`src/rtl/branch_resolver_pkg.sv`:
```
// Shared definitions for the branch resolver: default widths, the layout of a
// stage record, and the stage-advance action encoding.
package branch_resolver_pkg;

    // XLEN default matches the predictor's history/BTB address width.
    localparam int XLEN_DEF  = 32;
    localparam int CNT_W_DEF = 32;

    // A stage record is packed as {valid, pc, pred}, MSB first.
    function automatic int rec_w(input int xlen);
        return 1 + 2 * xlen;
    endfunction

    function automatic int rec_valid_bit(input int xlen);
        return 2 * xlen;
    endfunction

    // What the two pipeline records do at the coming clock edge.
    typedef enum logic [1:0] {
        ADV_SHIFT = 2'd0,
        ADV_STALL = 2'd1,
        ADV_FLUSH = 2'd2
    } stage_adv_e;

endpackage

```
`src/rtl/branch_resolver_pred_stage_reg.sv`:
```
// One pipeline record register {valid, pc, pred}.
// Clear drops only the valid bit; hold keeps the record; load captures input.
module pred_stage_reg
    import branch_resolver_pkg::*;
#(
    parameter int XLEN = XLEN_DEF
) (
    input  logic            i_clk,
    input  logic            i_rst,
    input  logic            i_load,
    input  logic            i_hold,
    input  logic            i_clear,
    input  logic            i_valid,
    input  logic [XLEN-1:0] i_pc,
    input  logic [XLEN-1:0] i_pred,
    output logic            o_valid,
    output logic [XLEN-1:0] o_pc,
    output logic [XLEN-1:0] o_pred
);

    localparam int RW = rec_w(XLEN);
    localparam int VB = rec_valid_bit(XLEN);

    logic [RW-1:0] r_rec;

    // record update: clear beats hold, hold beats load
    always_ff @(posedge i_clk or posedge i_rst) begin
        if (i_rst) begin
            r_rec <= '0;
        end else if (i_clear) begin
            r_rec[VB] <= 1'b0;
        end else if (i_hold) begin
            r_rec <= r_rec;
        end else if (i_load) begin
            r_rec <= {i_valid, i_pc, i_pred};
        end
    end

    assign o_valid = r_rec[VB];
    assign o_pc    = r_rec[2*XLEN-1:XLEN];
    assign o_pred  = r_rec[XLEN-1:0];

endmodule

```
`src/rtl/branch_resolver.sv`:
```
// Branch resolver: carries each fetched PC and its prediction through ID and
// EX, flags a mispredict at EX (same-cycle flush/redirect), emits a registered
// predictor update one cycle later and keeps saturating statistics.
module branch_resolver
    import branch_resolver_pkg::*;
#(
    parameter int XLEN  = XLEN_DEF,
    parameter int CNT_W = CNT_W_DEF
) (
    input  logic             i_clk,
    input  logic             i_rst,
    input  logic             i_if_valid,
    input  logic [XLEN-1:0]  i_if_pc,
    input  logic [XLEN-1:0]  i_if_predicted_pc,
    input  logic             i_id_stall,
    input  logic             i_ex_is_ctrl,
    input  logic [XLEN-1:0]  i_ex_actual_next_pc,
    output logic             o_flush,
    output logic [XLEN-1:0]  o_redirect_pc,
    output logic             o_update_pred,
    output logic [XLEN-1:0]  o_branch_inst_address,
    output logic [XLEN-1:0]  o_resolved_next_pc,
    output logic             o_predictor_wrong,
    output logic [CNT_W-1:0] o_ctrl_count,
    output logic [CNT_W-1:0] o_mispredict_count
);

    logic            w_id_valid;
    logic [XLEN-1:0] w_id_pc;
    logic [XLEN-1:0] w_id_pred;
    logic            w_ex_valid;
    logic [XLEN-1:0] w_ex_pc;
    logic [XLEN-1:0] w_ex_pred;
    logic            w_wrong;
    logic            w_ctrl_evt;
    logic            w_upd_fire;
    stage_adv_e      w_adv;

    logic             r_update_pred;
    logic [XLEN-1:0]  r_branch_inst_address;
    logic [XLEN-1:0]  r_resolved_next_pc;
    logic             r_predictor_wrong;
    logic [CNT_W-1:0] r_ctrl_count;
    logic [CNT_W-1:0] r_mispredict_count;

    // Full-width compare; EX inputs are meaningless without a valid record.
    assign w_wrong    = w_ex_valid & (w_ex_pred != i_ex_actual_next_pc);
    assign w_ctrl_evt = w_ex_valid & i_ex_is_ctrl;
    // A non-control instruction only trains when a BTB alias mispredicted it.
    assign w_upd_fire = w_ex_valid & (i_ex_is_ctrl | w_wrong);

    // choose the stage-advance action; a mispredict outranks a load-use stall
    always_comb begin
        w_adv = ADV_SHIFT;
        if (w_wrong) begin
            w_adv = ADV_FLUSH;
        end else if (i_id_stall) begin
            w_adv = ADV_STALL;
        end
    end

    pred_stage_reg #(.XLEN(XLEN)) u_id_stage (
        .i_clk   (i_clk),
        .i_rst   (i_rst),
        .i_load  (1'b1),
        .i_hold  (w_adv == ADV_STALL),
        .i_clear (w_adv == ADV_FLUSH),
        .i_valid (i_if_valid),
        .i_pc    (i_if_pc),
        .i_pred  (i_if_predicted_pc),
        .o_valid (w_id_valid),
        .o_pc    (w_id_pc),
        .o_pred  (w_id_pred)
    );

    // EX takes a bubble on both flush and stall.
    pred_stage_reg #(.XLEN(XLEN)) u_ex_stage (
        .i_clk   (i_clk),
        .i_rst   (i_rst),
        .i_load  (1'b1),
        .i_hold  (1'b0),
        .i_clear (w_adv != ADV_SHIFT),
        .i_valid (w_id_valid),
        .i_pc    (w_id_pc),
        .i_pred  (w_id_pred),
        .o_valid (w_ex_valid),
        .o_pc    (w_ex_pc),
        .o_pred  (w_ex_pred)
    );

    // predictor update register: one pulse per resolved instruction, fields hold otherwise
    always_ff @(posedge i_clk or posedge i_rst) begin
        if (i_rst) begin
            r_update_pred         <= 1'b0;
            r_branch_inst_address <= '0;
            r_resolved_next_pc    <= '0;
            r_predictor_wrong     <= 1'b0;
        end else begin
            r_update_pred <= w_upd_fire;
            if (w_upd_fire) begin
                r_branch_inst_address <= w_ex_pc;
                r_resolved_next_pc    <= i_ex_actual_next_pc;
                r_predictor_wrong     <= w_wrong;
            end
        end
    end

    // saturating statistics counters; they stick at all-ones instead of wrapping
    always_ff @(posedge i_clk or posedge i_rst) begin
        if (i_rst) begin
            r_ctrl_count       <= '0;
            r_mispredict_count <= '0;
        end else begin
            if (w_ctrl_evt && (r_ctrl_count != {CNT_W{1'b1}})) begin
                r_ctrl_count <= r_ctrl_count + CNT_W'(1);
            end
            if (w_wrong && (r_mispredict_count != {CNT_W{1'b1}})) begin
                r_mispredict_count <= r_mispredict_count + CNT_W'(1);
            end
        end
    end

    assign o_flush               = w_wrong;
    assign o_redirect_pc         = w_wrong ? i_ex_actual_next_pc : '0;
    assign o_update_pred         = r_update_pred;
    assign o_branch_inst_address = r_branch_inst_address;
    assign o_resolved_next_pc    = r_resolved_next_pc;
    assign o_predictor_wrong     = r_predictor_wrong;
    assign o_ctrl_count          = r_ctrl_count;
    assign o_mispredict_count    = r_mispredict_count;

endmodule

```
`config.mk`:
```
export PLATFORM = sky130hd
export DESIGN_NAME = branch_resolver
export DESIGN_NICKNAME = d
export VERILOG_FILES = /design/src/rtl/branch_resolver_pkg.sv /design/src/rtl/branch_resolver_pred_stage_reg.sv /design/src/rtl/branch_resolver.sv
export SDC_FILE = /design/constraint.sdc
export NUM_CORES = 1
export LEC_CHECK = 0
export BUFFER_PORTS_ARGS = -buffer_cell sky130_fd_sc_hd__buf_2
export CORE_MARGIN = 4
export CORE_UTILIZATION = 51
export CTS_BUF_LIST = sky130_fd_sc_hd__clkbuf_8
export DETAILED_ROUTE_END_ITERATION = 7
export GPL_TIMING_DRIVEN = 0
export PLACE_DENSITY = 0.88
export SLEW_MARGIN = 20
export SYNTH_ARGS = -nofsm -noshare
export SYNTH_HDL_FRONTEND = slang
export SYNTH_SLANG_ARGS = --single-unit
```
`constraint.sdc`:
```
create_clock -name i_clk -period 7.7 [get_ports i_clk]
set_input_delay 0.77 -clock i_clk [delete_from_list [all_inputs] [get_ports i_clk]]
set_output_delay 0.77 -clock i_clk [all_outputs]
set_load 0.02 [all_outputs]
```
==> impl_metrics.tcl <==
set metrics [dict create \
    end_kind "primary output" \
    cap_violations 0 \
    fin_setup_tns_ns 0 \
    max_freq_mhz 237.5 \
    nets 1202 \
    ys_seq_area_share_pct 56.71 \
    grt_pass1_wl_um 43790 \
    syn-mean-instance-area_um2 14.69 \
    die_w_um 158.0 \
    max_slew_margin_pct 46.83 \
    synth_area_um2 11470 \
    die_h_um 158.0 \
    hold_class "in -> async" \
    cts_setup_buffers 0 \
    wirelength_um 28090 \
    worstMarginPinSlew_ns 0.7903 \
    synth_seq_cells 260 \
    synth_common_cells "dfrtp_1, mux2_4, mux2_2" \
    status "finished clean" \
    yosys_warnings 0 \
    synth-main-ff-cell "dfrtp_1" \
    cp-start-kind "flop" \
    hold_buffers 0 \
    grt_use_total_pct 22.26 \
    syn_to_final_growth_pct 23.76 \
    antenna_left 0 \
    routed-via-count 7572 \
    synth_cells 781 \
    fin_crit_sh_pct 54.69 \
    vias_per_cell 5.359 \
    synth-edff-count 0 \
    port_buffers 263 \
    drt_iter0_markers 308 \
    cpMaxStageDelayCell "nor4_1" \
    synth_cell_types 39 \
    path_clk_slew_ns 0.06 \
    wire_per_inst_um 19.88 \
    dpl.cell_count 1333 \
    cts_buffers 44 \
    leakage_nw 7.020 \
    cts-root-buf "clkbuf_8" \
    r2r_setup_slack_ns 4.85 \
    grt_overflow 0 \
    rsz0062_at_grt "false" \
    drt_pre_antenna_iters 5 \
    core_um2 21960 \
    clock_path_buffers 3 \
    cts_tree "done" \
    cp.required_ns 6.93 \
    synth_most_common_cell "dfrtp_1" \
    insertion_delay_ns 0.53 \
    syn_nets 884 \
    synth_top_area_cell "dfrtp_1" \
    drive_gt1_share_pct 48.23 \
    period_needed_ns 4.211 \
    cpPeakStageDelay_ns 0.58 \
    worst-path-max-fanout 10 \
    start_util_pct 52.25 \
    post_cts_resized 0 \
    cts_sinks 260 \
    slew_viol_final 0 \
    final-setup-viol-count 0 \
    rows 54 \
    antenna_found_initial 7 \
    remaining_drc_errors 0 \
    cp_top_family "simple AND/OR/NAND/NOR gates" \
    crit_type "reg -> out" \
    place_hpwl_um 20680 \
    grt_max_degree 35 \
    hold_violations 0 \
    synth_area_leaders "dfrtp_1, mux2_4, mux2_2, xor2_1, xnor2_1" \
    cp_cell_sequence "xor2_1 -> nor4_1 -> nand4_1 -> o21a_1 -> buf_2 -> clkbuf_1 -> and2_1 -> buf_2" \
    gp_congestion 0.8741 \
    ir_worst_vdd_uv 276.7 \
    cp_num_buf_inv 3 \
    h-tree-depth 2 \
    fin_cells 1413 \
    cp_common_cell "buf_2" \
    pin_count 264 \
    async_flop_share_pct 100.0 \
    dieArea_um2 24960 \
    clock_skew_ns 0.01819 \
    powerDensity_nw_per_um2 289.1 \
    grt_pass1_vias 8031 \
    critPathArrivalTime_ns 3.44 \
    netlist.area_leader.share_pct 56.71 \
]
routing by layer:
layer	vias up	GRT usage, %	wire length, µm
met5	-	0	74
met4	10	6.052	627
met3	73	7.272	2164
met2	263	37.76	13860
met1	3821	27.60	11370
li1	3405	-	-
worst register-to-register path: stages, from the launching register on:
cell	delay, ns
dfrtp_1	0.41
xor2_1	0.16
nor4_1	0.58
nand4_1	0.33
o21a_1	0.36
nor2_4	0.18
buf_12	0.21
buf_12	0.18
mux2_1	0.33
path summary, 6_finish.rpt:
| kind | startpoint | depth (start not counted) | end |
|---|---|---|---|
| setup / recovery | u_ex_stage.r_rec[28] | 8 | o_redirect_pc[4] |
| hold / removal | i_rst | 2 | o_resolved_next_pc[3] |
| setup reg to reg | u_ex_stage.r_rec[28] | 8 | u_ex_stage.r_rec[4] |
| hold reg to reg | u_id_stage.r_rec[64] | 1 | u_ex_stage.r_rec[64] |
| max in group asynchronous | i_rst | 6 | o_mispredict_count[10] |
| min in group i_clk | i_if_pc[30] | 2 | u_id_stage.r_rec[62] |
placed cells by master (no fill, tap or decap), types with 3 or more instances in the layout:
cell      instances
inv_1            26
and3_1           15
and2_1           36
diode_2           3
xnor2_1          36
and4_1            7
buf_16            3
mux2_4           90
mux2_2           87
nand3_1          20
clkbuf_1          7
nand2_1          21
nor4b_2           4
clkbuf_8         52
buf_6             9
dfrtp_1         260
mux2_1           19
nor4_1           17
buf_2           266
nor3_1            7
xor2_1           55
buf_12           17
nor2_1           16
nand4_1          32
sequential cells by signal, indices dropped and copies added, names as in the netlist:
name and flops:
o_resolved_next_pc 32, o_update_pred 1, u_id_stage.r_rec 65, o_predictor_wrong 1
o_mispredict_count 32, u_ex_stage.r_rec 65, o_ctrl_count 32, o_branch_inst_address 32
report_power, final:
part           leakage [nW]  internal, W  switching (W)
Sequential             3.14      0.00167       0.000201
Combinational          3.37     0.000502       0.000550
Clock                 0.508     0.000644       0.000536
through the flow:
| step | total power [W] | hold WS [ns] | area, µm² | setup slack [ns] | utilization [%] |
|---|---|---|---|---|---|
| after floorplan | 0.002551 | 0.4522 | 11480 | 3.502 | - |
| after global placement | 0.002878 | 0.4658 | 13140 | 2.053 | 59.86 |
| after detailed placement | 0.002945 | 0.4734 | 13350 | 3.583 | 60.78 |
| after CTS | 0.004141 | 0.1973 | 14190 | 3.534 | 64.63 |
| after global routing | 0.004311 | 0.2128 | 14200 | 3.356 | 64.66 |
| final | 0.004106 | 0.2183 | 14200 | 3.489 | 64.67 |
final cells by class:
type,instances,area [µm²]
diodes,3,7.507
plain buffers,32,377.9
clock buffers,52,715.7
repair buffers,272,1519
fillers,1577,7759
inverters,6,26.28
multi-input cells,483,4567
clock inverters,25,130.1
flip-flops and latches,260,6506
well taps,280,350.3
cells by family (layout without fill, tap and decap cells):
family | count (synthesis) | count (layout) | share of synthesized area, %
other cells | 0 | 3 | 0
xor+xnor | 91 | 91 | 6.947
flops | 260 | 260 | 56.71
mux | 197 | 197 | 22.27
simple gates | 187 | 187 | 10.02
buf+inv | 38 | 387 | 3.490
compound gates | 6 | 6 | 0.3489
fa+ha+maj | 2 | 2 | 0.2181
No activity file was read; power rests on OpenSTA's default activity.
